--- config.mk ---
export PLATFORM = sky130hd
export DESIGN_NAME = i2c_txn_seq
export DESIGN_NICKNAME = d
export VERILOG_FILES = /design/src/rtl/i2c_txn_seq.sv
export SDC_FILE = /design/constraint.sdc
export NUM_CORES = 1
export LEC_CHECK = 0
export BUFFER_PORTS_ARGS = -buffer_cell sky130_fd_sc_hd__buf_2
export CORE_MARGIN = 2
export CORE_UTILIZATION = 57
export CTS_BUF_LIST = sky130_fd_sc_hd__clkbuf_8
export CTS_CLUSTER_SIZE = 40
export DETAILED_ROUTE_END_ITERATION = 10
export PLACE_DENSITY_LB_ADDON = 0.12
export REMOVE_ABC_BUFFERS = 1
export SLEW_MARGIN = 20
export SYNTH_ARGS = -nofsm -noshare
export SYNTH_HDL_FRONTEND = slang
export SYNTH_SLANG_ARGS = --single-unit
--- constraint.sdc ---
create_clock -name clk -period 2.25 [get_ports clk]
set_clock_uncertainty 0.15 [all_clocks]
set_input_delay 0.225 -clock clk [delete_from_list [all_inputs] [get_ports clk]]
set_output_delay 0.225 -clock clk [all_outputs]
set_load 0.02 [all_outputs]
--- src/rtl/i2c_txn_seq.sv ---
// Register-level I2C transaction sequencer: turns a start/rw request into the
// byte-command sequence of a write or a repeated-start read, with NACK and timeout handling.
module i2c_txn_seq #(
   parameter int unsigned TIMEOUT_CYCLES = 50000
) (
   input  logic       clk,
   input  logic       rst,
   input  logic       start,
   input  logic       rw,
   input  logic [7:0] i2c_slave_addr,
   input  logic [8:0] i2c_addr,
   input  logic [7:0] reg_file_to_i2c_data,
   output logic       byte_req,
   output logic [1:0] byte_cmd,
   output logic [7:0] byte_tx,
   input  logic       byte_done,
   input  logic       byte_nack,
   input  logic [7:0] byte_rx,
   output logic       byte_abort,
   output logic       i2c_wr_en,
   output logic [1:0] i2c_sts,
   output logic [7:0] i2c_to_reg_file_data,
   output logic       busy
);

   localparam int unsigned TMR_W = 16;
   localparam logic [TMR_W-1:0] TMR_LAST = TMR_W'(TIMEOUT_CYCLES - 1);

   localparam logic [1:0] CMD_START_WR = 2'b00;
   localparam logic [1:0] CMD_WR       = 2'b01;
   localparam logic [1:0] CMD_RD_NACK  = 2'b10;
   localparam logic [1:0] CMD_STOP     = 2'b11;

   localparam logic [1:0] STS_OK      = 2'b00;
   localparam logic [1:0] STS_BUSY    = 2'b01;
   localparam logic [1:0] STS_NACK    = 2'b10;
   localparam logic [1:0] STS_TIMEOUT = 2'b11;

   typedef enum logic [3:0] {
      S_IDLE, S_SLA_W, S_ADDR_HI, S_ADDR_LO, S_DATA_W, S_SLA_R, S_DATA_R, S_STOP, S_DONE
   } state_t;

   state_t           r_state, w_state_n, w_next_ok;
   logic             r_byte_req, w_byte_req_n;
   logic [1:0]       r_cmd, w_cmd_n;
   logic [7:0]       r_tx, w_tx_n;
   logic             r_abort, w_abort_n;
   logic             r_wr_en, w_wr_en_n;
   logic [1:0]       r_sts, w_sts_n;
   logic [7:0]       r_rd_data, w_rd_data_n;
   logic             r_busy, w_busy_n;
   logic [TMR_W-1:0] r_timer, w_timer_n;
   logic             r_nack, w_nack_n;
   logic [7:0]       r_rx_hold, w_rx_hold_n;
   logic             r_rw, w_rw_n;
   logic [6:0]       r_sla, w_sla_n;
   logic [8:0]       r_addr, w_addr_n;
   logic [7:0]       r_wdata, w_wdata_n;
   logic             w_is_byte, w_nackable;
   logic             w_done, w_timeout;
   logic             w_unused_sla_msb;

   assign w_unused_sla_msb = i2c_slave_addr[7];

   // Completion only counts while a request is outstanding; done beats timeout.
   assign w_done    = r_byte_req & byte_done;
   assign w_timeout = r_byte_req & ~byte_done & (r_timer == TMR_LAST);

   assign byte_req             = r_byte_req;
   assign byte_cmd             = r_cmd;
   assign byte_tx              = r_tx;
   assign byte_abort           = r_abort;
   assign i2c_wr_en            = r_wr_en;
   assign i2c_sts              = r_sts;
   assign i2c_to_reg_file_data = r_rd_data;
   assign busy                 = r_busy;

   always_ff @(posedge clk) begin
      if (rst) begin
         r_state    <= S_IDLE;
         r_byte_req <= 1'b0;
         r_cmd      <= 2'b00;
         r_tx       <= 8'h00;
         r_abort    <= 1'b0;
         r_wr_en    <= 1'b0;
         r_sts      <= 2'b00;
         r_rd_data  <= 8'h00;
         r_busy     <= 1'b0;
         r_timer    <= '0;
         r_nack     <= 1'b0;
         r_rx_hold  <= 8'h00;
         r_rw       <= 1'b0;
         r_sla      <= 7'h00;
         r_addr     <= 9'h000;
         r_wdata    <= 8'h00;
      end else begin
         r_state    <= w_state_n;
         r_byte_req <= w_byte_req_n;
         r_cmd      <= w_cmd_n;
         r_tx       <= w_tx_n;
         r_abort    <= w_abort_n;
         r_wr_en    <= w_wr_en_n;
         r_sts      <= w_sts_n;
         r_rd_data  <= w_rd_data_n;
         r_busy     <= w_busy_n;
         r_timer    <= w_timer_n;
         r_nack     <= w_nack_n;
         r_rx_hold  <= w_rx_hold_n;
         r_rw       <= w_rw_n;
         r_sla      <= w_sla_n;
         r_addr     <= w_addr_n;
         r_wdata    <= w_wdata_n;
      end
   end

   always_comb begin
      w_state_n   = r_state;
      w_next_ok   = r_state;
      w_is_byte   = 1'b0;
      w_nackable  = 1'b0;
      w_abort_n   = 1'b0;
      w_wr_en_n   = 1'b0;
      w_sts_n     = r_sts;
      w_rd_data_n = r_rd_data;
      w_nack_n    = r_nack;
      w_rx_hold_n = r_rx_hold;
      w_rw_n      = r_rw;
      w_sla_n     = r_sla;
      w_addr_n    = r_addr;
      w_wdata_n   = r_wdata;
      w_cmd_n     = r_cmd;
      w_tx_n      = r_tx;

      case (r_state)
         S_IDLE: begin
            if (start) begin
               w_rw_n    = rw;
               w_sla_n   = i2c_slave_addr[6:0];
               w_addr_n  = i2c_addr;
               w_wdata_n = reg_file_to_i2c_data;
               w_nack_n  = 1'b0;
               w_wr_en_n = 1'b1;
               w_sts_n   = STS_BUSY;
               w_state_n = S_SLA_W;
            end
         end
         S_SLA_W: begin
            w_is_byte = 1'b1; w_nackable = 1'b1; w_next_ok = S_ADDR_HI;
            w_cmd_n = CMD_START_WR; w_tx_n = {r_sla, 1'b0};
         end
         S_ADDR_HI: begin
            w_is_byte = 1'b1; w_nackable = 1'b1; w_next_ok = S_ADDR_LO;
            w_cmd_n = CMD_WR; w_tx_n = {7'b0, r_addr[8]};
         end
         S_ADDR_LO: begin
            w_is_byte = 1'b1; w_nackable = 1'b1; w_next_ok = r_rw ? S_SLA_R : S_DATA_W;
            w_cmd_n = CMD_WR; w_tx_n = r_addr[7:0];
         end
         S_DATA_W: begin
            w_is_byte = 1'b1; w_nackable = 1'b1; w_next_ok = S_STOP;
            w_cmd_n = CMD_WR; w_tx_n = r_wdata;
         end
         S_SLA_R: begin
            w_is_byte = 1'b1; w_nackable = 1'b1; w_next_ok = S_DATA_R;
            w_cmd_n = CMD_START_WR; w_tx_n = {r_sla, 1'b1};
         end
         S_DATA_R: begin
            w_is_byte = 1'b1;
            w_cmd_n = CMD_RD_NACK; w_tx_n = 8'h00;
            if (w_done) begin
               w_rx_hold_n = byte_rx;
               w_state_n   = S_STOP;
            end
         end
         S_STOP: begin
            w_is_byte = 1'b1;
            w_cmd_n = CMD_STOP; w_tx_n = 8'h00;
            if (w_done) begin
               w_wr_en_n = 1'b1;
               w_sts_n   = r_nack ? STS_NACK : STS_OK;
               if (!r_nack && r_rw) w_rd_data_n = r_rx_hold;
               w_state_n = S_DONE;
            end
         end
         S_DONE:  w_state_n = S_IDLE;
         default: w_state_n = S_IDLE;
      endcase

      // Address/data phases: ACK advances, NACK jumps to STOP with the error flagged.
      if (w_nackable && w_done) begin
         if (byte_nack) begin
            w_nack_n  = 1'b1;
            w_state_n = S_STOP;
         end else begin
            w_state_n = w_next_ok;
         end
      end

      // Timeout abandons the bus without STOP and overrides any pending NACK status.
      if (w_timeout) begin
         w_abort_n = 1'b1;
         w_wr_en_n = 1'b1;
         w_sts_n   = STS_TIMEOUT;
         w_state_n = S_IDLE;
      end

      w_byte_req_n = w_is_byte && (w_state_n == r_state);
      w_timer_n    = (w_state_n != r_state) ? '0 :
                     (r_byte_req ? r_timer + TMR_W'(1) : r_timer);
      w_busy_n     = (w_state_n != S_IDLE);
   end

endmodule

==> impl_results.md <==
- Status: finished, final reports clean
- Row Count: 27
- Reg2reg path depth: 6
- Critical path class: reg2reg
- GRT overflow: 0
- Critical Path Start Type: flop
- Detailed placer's ending HPWL: 4.87 mm
- Placed Cells: 503
- Sequential share of the synthesized area: 47.0%
- # DRC: 0
- CP max FO: 17
- Total GRT Usage: 26.4%
- Minimum clock period: 2090 ps
- M1 WL: 3.42 mm
- Fraction of registers with async set/reset: 0%
- Top cells by count, synth: nand2_1 (79), dfxtp_1 (78), a21oi_1 (33)
- RD Place Congestion: 0.823
- Vias: 2993
- Max Clock Freq: 479 MHz
- Worst-margin pin slew: 676 ps
- Max Cap Viol: 0
- Top_reg_cell synth: dfxtp_1
- Port Buffers: 61
- Vias in the first global route: 2849
- Crit. Startpoint: r_timer[0]
- Die Span X: 80.4 um
- CP Capture Type: flop
- Antenna violations before repair: 0
- Vias per std cell: 5.42
- WL/cell: 14.1 um
- Hold Path Sink: r_nack
- Worst skew pair latency: 350 ps
- Area Overhead vs Synth: 27.3%
- Final setup fails: 0
- Pre-CTS setup slack: 78.6 ps
- Synth area leaders: dfxtp_1 (47%), nand2_1 (8.9%), mux2i_1 (5.4%)
- Starting Density: 59.6%
- CTS clk-pin slew, worst paths: 80 ps
- Register area: 1560 sq um
- Hold path depth: 3
- HP Class: in2reg
- Max-slew violations: 0
- Largest net degree at the start of global routing: 35
- Synth Instances: 384
- CTS sink count: 78
- Yosys Warn Count: 0
- Share of layout cells above drive strength 1: 22.3%
- Fin nets: 515
- Filler cells: 428
- Count of unique library cells instantiated by Yosys: 42
- Crit share post-route: 92.8%
- Core Region: 5570 sq um
- Syn Std Cell Area: 3320 sq um
- Iter 0 DRT Violations: 196
- #FFs+latches synth: 78
- R2r startpoint: r_timer[0]
- Worst EP arrival: 2190 ps
- Highest Signal Layer: met4
- Static Leakage: 1.68 nW
- FF-to-FF setup slack: 160 ps
- First-pass GRT wire length: 13.1 mm
- Post-synth EDFFs: 0
- Most frequent cell after synthesis: nand2_1
- Reg2reg end: byte_req
- Fin cells: 552
- Pre-Repair DR Iteration Count: 5
- Root buf cell: clkbuf_8
- Setup Buffers After CTS: 0
- RSZ-0062 raised after global routing: false
- Area of the multi-input gates: 1610 sq um
- N_diodes: 0
- Met3 wire length: 443 um
- Hold path start: byte_nack
- Drt total wl: 7.81 mm
- I/O pin count: 63
- Met2 WL: 3.88 mm
- Post-synth top area share: 47.0%
- Inserted Clock Buffers: 9
- Die area: 6460 sq um
- Slew HR: 54.7%
- Synth Area per Inst: 8.66 sq um
- Count of final hold-check violations: 0
- Bufs on Longest Clock Path: 2
- H-tree depth: 3
- PD cells: 675 nW/um^2
- Required @ worst endpoint: 2350 ps
- Post-route ant nets: 0
- Area leader, netlist: dfxtp_1
- Die H: 80.4 um
- VDD IR-drop max: 657 uV
- Setup ws final: 162 ps
- CTS tree: done
[final cells by class]
class	instances	area share, %
multi-input combinational	275	38.0
sequential	78	36.9
clock buffer	10	3.25
inverter	5	0.443
clock inverter	6	1.60
tap	72	2.13
timing repair buffer	106	17.7
[kinds of logic after synthesis]
group / after synthesis / share of synthesized area, %
compound gates: 70 / 12.9
flops: 78 / 47.0
xor+xnor: 15 / 3.95
fa+ha+maj: 2 / 0.677
buf+inv: 31 / 4.85
simple gates: 168 / 24.5
mux: 20 / 6.21
[power breakdown]
| part | switching (mW) | internal, mW | leakage (nW) | total [mW] |
|---|---|---|---|---|
| sequential | 0.0243 | 1.43 | 0.635 | 1.45 |
| clock | 0.528 | 0.548 | 0.0993 | 1.08 |
| combinational | 0.183 | 0.145 | 0.950 | 0.327 |
[how the worst max path moves through the flow]
stage                                          to  slack, ps  depth (start not counted)
after floorplan           i2c_to_reg_file_data[0]       -400                          5
after global placement                   byte_req        180                          6
after detailed placement                 byte_req         80                          6
after CTS                                byte_req         60                          6
after global routing                     byte_req         20                          6
final                                    byte_req        160                          6
[layer usage]
layer | GRT usage (%) | vias to the layer above
met1 | 32.4 | 1389
li1 | - | 1502
met2 | 43.6 | 94
met3 | 6.74 | 8
met5 | 0 | -
met4 | 11.4 | 0
[cells in the final DEF, fill, tap and decap left out, types with 2 or more instances in the layout]
cell type	netlist	layout
inv_6	0	2
inv_1	5	5
a31oi_1	2	2
dfxtp_1	78	78
o21ai_0	13	13
a211oi_2	1	2
nor3b_1	2	2
clkbuf_8	0	10
nand2_1	79	79
nor3_2	11	11
a21oi_1	33	33
nor4_1	5	5
buf_2	6	61
nor3_1	13	13
nand4_1	7	7
o21bai_1	7	7
clkinvlp_4	0	2
buf_4	4	10
nor2_1	31	31
buf_12	0	2
mux2i_1	18	18
nand3_1	9	9
xnor2_1	9	9
xor2_1	6	6
dlygate4sd3_1	0	33
a41oi_1	7	7
and3_1	4	4
[critical path: stages, from the launching register on]
cell      delay, ps
dfxtp_1         350
ha_1            230
nand3_1         150
nor2_1          110
a211oi_2        290
mux2_4          440
nor4_1          280
[registers in the layout, summed over array words and instances (netlist names), 2 cells and up]
| register | cells |
|---|---|
| byte_cmd | 2 |
| r_sla | 7 |
| r_rx_hold | 8 |
| r_state | 4 |
| r_timer | 16 |
| i2c_sts | 2 |
| byte_tx | 8 |
| r_addr | 9 |
| i2c_to_reg_file_data | 8 |
| r_wdata | 8 |
[repair_timing]
item,in CTS,in global routing
resized for setup,0,1
endpoints found under the hold margin,33,0
hold buffers,33,0
setup endpoints to repair,0,1
[through the flow]
stage / area (sq um) / setup TNS, ps / utilization (%) / hold WS [ps] / power (mW)
after CTS: 4230 / 0 / 75.8 / 23.4 / 2.87
after global routing: 4230 / 0 / 75.9 / 18.0 / 2.97
final: 4230 / 0 / 75.9 / 47.1 / 2.86
after detailed placement: 3690 / 0 / 66.2 / 296 / 1.76
after global placement: 3690 / 0 / 66.2 / 289 / 1.75
after floorplan: 3180 / -3420 / - / 144 / 1.63
Note: power is estimated with default switching activity, not from simulation.
